[src/rtl/seq_detect_param.sv]
// seq_detect_param: serial pattern detector with optional overlap and hit count.
// Optional hit counter port and logic: define SEQ_DETECT_HITCNT_EN.
module seq_detect_param #(
    parameter int             N       = 5,
    parameter logic [N-1:0]   PATTERN = N'(5'b10101),
    parameter int             OVERLAP = 0,
    parameter int             CW      = 8
) (
    input  logic          clk,
    input  logic          rst,
    input  logic          en,
    input  logic          d_in,
    output logic          y_out
`ifdef SEQ_DETECT_HITCNT_EN
    ,
    output logic [CW-1:0] hit_cnt
`endif
);

    localparam int             FW   = $clog2(N + 1);
    localparam logic [FW-1:0]  FULL = FW'(N);

    logic [N-1:0]  hist;
    logic [N-1:0]  hist_nx;
    logic [FW-1:0] fill;
    logic [FW-1:0] fill_inc;
    logic [FW-1:0] fill_nx;
    logic          match;

    // Shift in the accepted bit, saturate the fill count, flag a full match.
    always_comb begin
        hist_nx  = hist;
        fill_inc = fill;
        fill_nx  = fill;
        match    = 1'b0;
        if (en) begin
            hist_nx  = {hist[N-2:0], d_in};
            fill_inc = (fill == FULL) ? FULL : fill + 1'b1;
            match    = (fill_inc == FULL) && (hist_nx == PATTERN);
            fill_nx  = (match && OVERLAP == 0) ? '0 : fill_inc;
        end
    end

    // History, fill and Moore flag advance only on accepted samples.
    always_ff @(posedge clk or posedge rst) begin
        if (rst) begin
            hist  <= '0;
            fill  <= '0;
            y_out <= 1'b0;
        end else if (en) begin
            hist  <= hist_nx;
            fill  <= fill_nx;
            y_out <= match;
        end
    end

`ifdef SEQ_DETECT_HITCNT_EN
    // Count matches, sticking at the all-ones value.
    always_ff @(posedge clk or posedge rst) begin
        if (rst) begin
            hit_cnt <= '0;
        end else if (match && hit_cnt != '1) begin
            hit_cnt <= hit_cnt + 1'b1;
        end
    end
`endif

endmodule

[config.mk]
export PLATFORM = sky130hd
export DESIGN_NAME = seq_detect_param
export DESIGN_NICKNAME = d
export VERILOG_FILES = /design/src/rtl/seq_detect_param.sv
export SDC_FILE = /design/constraint.sdc
export NUM_CORES = 1
export LEC_CHECK = 0
export ABC_AREA = 0
export CAP_MARGIN = 0
export CORE_AREA = 2 2 39 41
export DETAILED_ROUTE_END_ITERATION = 10
export DIE_AREA = 0 0 41 43
export PLACE_DENSITY = 0.53
export SLEW_MARGIN = 20
export SYNTH_ARGS = -nofsm -noshare
export SYNTH_HDL_FRONTEND = slang
export SYNTH_SLANG_ARGS = --single-unit
[constraint.sdc]
create_clock -name clk -period 1.51 [get_ports clk]
set_clock_uncertainty 0.2 [all_clocks]
set_input_delay 0.2265 -clock clk [delete_from_list [all_inputs] [get_ports clk]]
set_output_delay 0.2265 -clock clk [all_outputs]
set_load 0.01 [all_outputs]
Word-level counts from Yosys, hierarchy flattened
Cells that the tools add are included.
{"block": "totals", "memories": 0, "elab_cells": 10, "mem_bits_rw": 0, "latch_bits": 0, "mem_bits_ro": 0, "in_bits": 4, "reg_bits": 8}
{"block": "classes", "mul": 0, "addsub": 1, "eq_ne": 3, "n_reduce_logical": 1, "n_bitwise": 0, "order_cmp": 0, "mux": 2, "n_div": 0, "shift": 0}
{"operator": "$eq 3x3->1 const B", "n": 2}
{"operator": "$mux 3", "n": 2}
{"operator": "$eq 5x5->1 const B", "n": 1}
{"operator": "$add 3x1->3 const B", "n": 1}
{"operator": "$logic_and 1x1->1", "n": 1}

Longest topological paths before layout
Gate-level depths: netlist (run 1).
{"block": "logic_depth", "word_depth": 5, "ltp_mapped": 4, "ltp_nobuf": 3}

Least setup slack after synthesis (run 1)
No wires, ideal clock.
{"block": "synth_timing", "kind": "flip-flop to flip-flop", "start": "register hist[0]", "end": "register fill[0]", "period_less_slack_ps": 1389, "n_path_buf": 0, "arrival_ps": 1068, "path_stages_with_launch": 4, "setup_time_ps": 121, "setup_slack_ps": 121, "cell_sequence": "dfrtp_1 nand3b_1 or3_1 a22o_1"}
{"block": "synth_via", "elab_chain_len": 3}
{"element": "start, declared", "line": "23", "text": "logic [N-1:0] hist;"}
{"element": "start signal, assigned", "line": "51", "text": "hist <= hist_nx;"}
{"element": "$eq 5x5->1", "line": "39", "text": "match = (fill_inc == FULL) && (hist_nx == PATTERN);"}
{"element": "$logic_and 1x1->1", "line": "39"}
{"element": "$mux 3", "line": "40", "text": "fill_nx = (match && OVERLAP == 0) ? '0 : fill_inc;"}
{"element": "end signal, assigned", "line": "52", "text": "fill <= fill_nx;"}
{"element": "end, declared", "line": "25", "text": "logic [FW-1:0] fill;"}
Every way passes these cells.
A chain may end at the register's enable or synchronous reset.

Final worst setup path (run 1)
Same ends and word-level chain as after synthesis.

==> results of run 1 <==
## sequential cells by signal, summed over array words and instances, names as in the netlist
name	flops
fill	3
hist	4
y_out	1
## what timing repair did
action / CTS / global route
setup buffers: 0 / 1
pin swaps: 0 / 0
hold buffers: 0 / 0
endpoints found under the setup margin: 1 / 2
resized for setup: 1 / 1
gates cloned: 0 / 0
## layout make-up
| cell class | count | area (um2) | area share (%) |
|---|---|---|---|
| flip-flops and latches | 8 | 200 | 42.8 |
| multi-input cells | 20 | 156 | 33.4 |
| repair buffers | 7 | 61.3 | 13.1 |
| clock buffers | 3 | 22.5 | 4.81 |
| well taps | 16 | 20.0 | 4.28 |
| inverters | 2 | 7.51 | 1.60 |
## cells by family after synthesis
kind of cell,Yosys count,synth area share (%)
AND/OR/NAND/NOR,10,17.2
flip-flops,8,55.0
AO/OA/AOI/OAI,5,8.93
multiplexers,5,15.5
buffers and inverters,3,3.44
## cells in the mapped netlist
master,n,area [um2]
nand3b_1,1,7.51
a221oi_1,1,8.76
and4b_1,1,10.0
inv_1,2,7.51
nand2b_2,2,17.5
nor2b_1,1,6.26
nor2_1,2,7.51
a22o_1,1,8.76
or3_1,1,6.26
o21ai_1,1,5.00
dfrtp_1,8,200
buf_2,1,5.00
a21oi_1,1,5.00
nand2_1,2,7.51
mux2_2,5,56.3
o21ai_0,1,5.00
## report_power, final
part / switching [mW] / internal (mW) / leakage (nW)
clock network: 0.0618 / 0.0902 / 0.0138
logic: 0.0504 / 0.0765 / 0.102
registers: 0.0441 / 0.259 / 0.0953
total: 0.156 / 0.426 / 0.212
## path summary, 6_finish.rpt
| path | start | endpoint | slack (ns) | cells past startpoint |
|---|---|---|---|---|
| worst max-delay path | hist[0] | fill[0] | 0.03 | 3 |
| worst min-delay path | rst | fill[2] | 0.02 | 2 |
| worst max register to register | hist[0] | fill[0] | 0.03 | 3 |
| worst min register to register | hist[2] | hist[3] | 0.32 | 1 |
| max in group asynchronous | rst | hist[3] | 0.86 | 2 |
| min in group clk | hist[2] | hist[3] | 0.32 | 1 |
## routing by layer
layer	GRT usage, %	vias to the layer above
li1	-	127
met5	0	-
met4	8.67	0
met2	18.4	9
met3	9.95	2
met1	8.00	132
==> impl_metrics.ini, run 1 <==
[status]
status = finished, final reports clean

[placement]
dpl.hpwl_um = 584
dp.cells = 52
numPortBuffers = 4
dpl-instance-area_um2 = 434
gp_congestion = 0.665
pre_cts_slack_ns = -0.203

[cells_and_area]
final_common_cell = dfrtp_1
area_growth_pct = 28.5
final_area_um2 = 468
drive_above_1_share_pct = 35.0
layout_common_cells = dfrtp_1 (8), mux2_2 (5), clkbuf_4 (3), clkdlybuf4s50_1 (3), buf_4 (3)
final_cells = 56
utilization_pct = 33.8
nets = 46
diodes = 0
fillers = 137

[timing]
final-hold-violation-count = 0
whs_ns = 0.0201
fmax_mhz = 676
setup_tns_ns = 0
postLayoutSetupSlackWorst_ns = 0.0317
period_share_pct = 97.9
max-slew-margin-rel_pct = 80.0
min_period_ns = 1.48
worst_pin_slew_ns = 0.300
slew_viol_final = 0
setup_viol = 0

[grt]
grt_max_degree = 9
grt_pass1_wl_um = 1180
antenna_found_initial = 0
grtUsageTotal_pct = 11.7
grt_overflow = 0
grt_pass1_vias = 292

[floorplanning]
core_area_um2 = 1380
start_util_pct = 26.3
die_h_um = 43
num_rows = 14
die_x_um = 41
dieArea_um2 = 1760
io_pins = 5

[power]
peakVddDrop_v = 0.000597
total_power_mw = 0.582
p_leak_nw = 0.212
power.density_nw_per_um2 = 1240

[route]
viasPerCell = 4.82
drtIter0Drc = 2
via_count = 270
firstDrtPassIters = 3
wl_um = 696
top_layer_used = met4
wl_per_cell_um = 12.4
route.met2.wl_um = 414
wl_met1_um = 224
drcViolationCount = 0
wl_met3_um = 36
drtAntennaViolNets = 0

[critical_path]
critPathRequiredTime_ns = 1.44
arrival_ns = 1.41
max_stage_delay_ns = 0.40
crit_fanout = 3
crit_buf_inv = 0
crit_path_cell_trace = nand3b_1 -> or3_4 -> a22o_1
crit_path_end_kind = flip-flop
path_class = reg2reg
critPathLaunchType = flip-flop
critPathSlowestCell = or3_4
critPathTopFamily = simple AND/OR/NAND/NOR gates

[job]
cap_violations = 0

[clocking]
cts_tree = done
clock_latency_ns = 0.25
cts.clk_slew.worst_paths_ns = 0.05
htree_levels = 1
clock-sinks = 8
root_buffer = clkbuf_4
clock_path_buffers = 2
numCtsBuffers = 3

[yosys]
yosysWarningCount = 0
ys_ff_latch = 8
syn_area_um2 = 364
synthDistinctLibCells = 16
synth_nets = 35
synth_cells = 31
syn_avg_cell_area_um2 = 11.7
ys_seq_area_share_pct = 55.0

[min_path]
min-delay-path-class = in2async
No activity file was read; power rests on OpenSTA's default activity.
==> run 2, diff against run 1 <==
--- a/config.mk
+++ b/config.mk
@@ -10,7 +10,8 @@
 export CORE_AREA = 2 2 39 41
 export DETAILED_ROUTE_END_ITERATION = 10
 export DIE_AREA = 0 0 41 43
-export PLACE_DENSITY = 0.53
+export DONT_BUFFER_PORTS = 1
+export PLACE_DENSITY = 0.48
 export SLEW_MARGIN = 20
 export SYNTH_ARGS = -nofsm -noshare
 export SYNTH_HDL_FRONTEND = slang
==> impl_metrics.ini, run 2 (synthesized netlist as in run 1, its figures left out) <==
[route]
drtIter0Drc = 6
via_count = 253
firstDrtPassIters = 4
wl_per_cell_um = 12.8
wl_um = 702
viasPerCell = 4.60
drcViolationCount = 0
drtAntennaViolNets = 0

[critical_path]
critPathLaunchType = flip-flop
r2r_setup_slack_ns = 0.02
arrival_ns = 1.41
crit_path_cell_trace = nand2b_4 -> or3_4 -> a22o_1
path_class = reg2reg
critPathTopFamily = simple AND/OR/NAND/NOR gates
max_stage_delay_ns = 0.40
crit_path_end_kind = flip-flop
critPathRequiredTime_ns = 1.43
r2r-start = fill[1]
rr_worst_depth = 3
cp_num_cells = 3
regToRegEndpoint = fill[0]
critPathSlowestCell = dfrtp_1
crit_fanout = 4
crit_buf_inv = 0

[cells_and_area]
utilization_pct = 34.3
drive_above_1_share_pct = 33.3
largest_reg_flops = 4
diodes = 0
top_register = hist
final_common_cell = dfrtp_1
final_cells = 55
nets = 45
layout_common_cells = dfrtp_1 (8), mux2_2 (5), clkbuf_4 (3), dlygate4sd3_1 (3)
fillers = 145
area_growth_pct = 30.2
top_regs = hist (4), fill (3), y_out (1)

[placement]
gp_congestion = 0.627
dp.cells = 46
numPortBuffers = 0
dpl.hpwl_um = 461

[clocking]
clock_path_buffers = 2
clock-sinks = 8
cts_tree = done
clock_latency_ns = 0.25
cts.clk_slew.worst_paths_ns = 0.06
htree_levels = 1
root_buffer = clkbuf_4
numCtsBuffers = 3

[timing]
worst_pin_slew_ns = 0.311
final-hold-violation-count = 0
fmax_mhz = 672
min_period_ns = 1.49
whs_ns = 0.0833
slew_viol_final = 0
setup_tns_ns = 0
max-slew-margin-rel_pct = 79.2
period_share_pct = 98.6
setup_viol = 0
rsz0062_at_grt = yes

[power]
total_power_mw = 0.613
peakVddDrop_v = 0.000430
power.density_nw_per_um2 = 1290
p_leak_nw = 0.221

[floorplanning]
core_area_um2 = 1380
num_rows = 14
dieArea_um2 = 1760
die_h_um = 43
die_x_um = 41
start_util_pct = 26.3
io_pins = 5

[grt]
grt_max_degree = 9
grtUsageTotal_pct = 9.82
grt_pass1_vias = 260
antenna_found_initial = 0
grt_pass1_wl_um = 1110
grt_overflow = 0

[status]
status = finished, final reports clean

[min_path]
min-delay-path-class = in2reg
holdPathStages = 3
hold_path_end = y_out
holdCritStartpoint = d_in

[job]
cap_violations = 0
==> run 2: changes by cell type in the layout (fill, tap and decap cells not counted) <==
| cell | previous run | this run |
|---|---|---|
| nand2b_4 | 0 | 2 |
| nand2b_2 | 2 | 0 |
| dlygate4sd2_1 | 1 | 0 |
| dlygate4sd3_1 | 0 | 3 |
| dlymetal6s4s_1 | 0 | 1 |
| clkdlybuf4s50_1 | 3 | 0 |
| buf_4 | 3 | 2 |
==> run 2: final cells by class <==
| cell class | count | area [um2] | area share (%) |
|---|---|---|---|
| Sequential cell | 8 | 200 | 42.2 |
| Multi-Input combinational cell | 20 | 166 | 35.1 |
| Timing Repair Buffer | 6 | 57.6 | 12.1 |
| Clock buffer | 3 | 22.5 | 4.75 |
| Tap cell | 16 | 20.0 | 4.22 |
| Inverter | 2 | 7.51 | 1.58 |
==> run 2: where the power goes <==
group / switching, mW / internal [mW]
Clock: 0.0712 / 0.0909
Combinational: 0.0524 / 0.0911
Sequential: 0.0484 / 0.259
==> run 2: per-stage QoR <==
step / setup WS, ns / area (um2)
finish: 0.0212 / 474
global route: -0.00632 / 474
CTS: 0.00645 / 432
detailed placement: 0.0395 / 379
global placement: 0.0879 / 379
floorplan: 0.121 / 364
==> run 2: worst min-delay path, stage by stage <==
cell      delay (ns)
nand3b_1        0.09
or3_4           0.13
o21ai_1         0.05
==> run 2: how the worst max path moves through the flow <==
stage	startpoint	to	slack (ns)
4_1_cts	en	fill[2]	0.006
3_5_place_dp	hist[0]	fill[0]	0.04
5_1_grt	fill[1]	fill[0]	-0.006
2_1_floorplan	hist[0]	fill[0]	0.12
3_3_place_gp	fill[1]	fill[0]	0.09
6_report	fill[1]	fill[0]	0.02
==> run 2: metal layers <==
layer	routed length (um)	part of all wire (%)	GRT usage, %
met1	328	47	11.6
met3	29	4.1	6.28
met2	344	49	13.8
met5	0	0	0
met4	0	0	4.00
==> run 2: what timing repair did <==
action	in CTS	in global routing
endpoints found under the setup margin	0	2
gates resized for setup	0	4
hold buffers	3	1
hold endpoints to repair	13	1
setup buffers	0	2
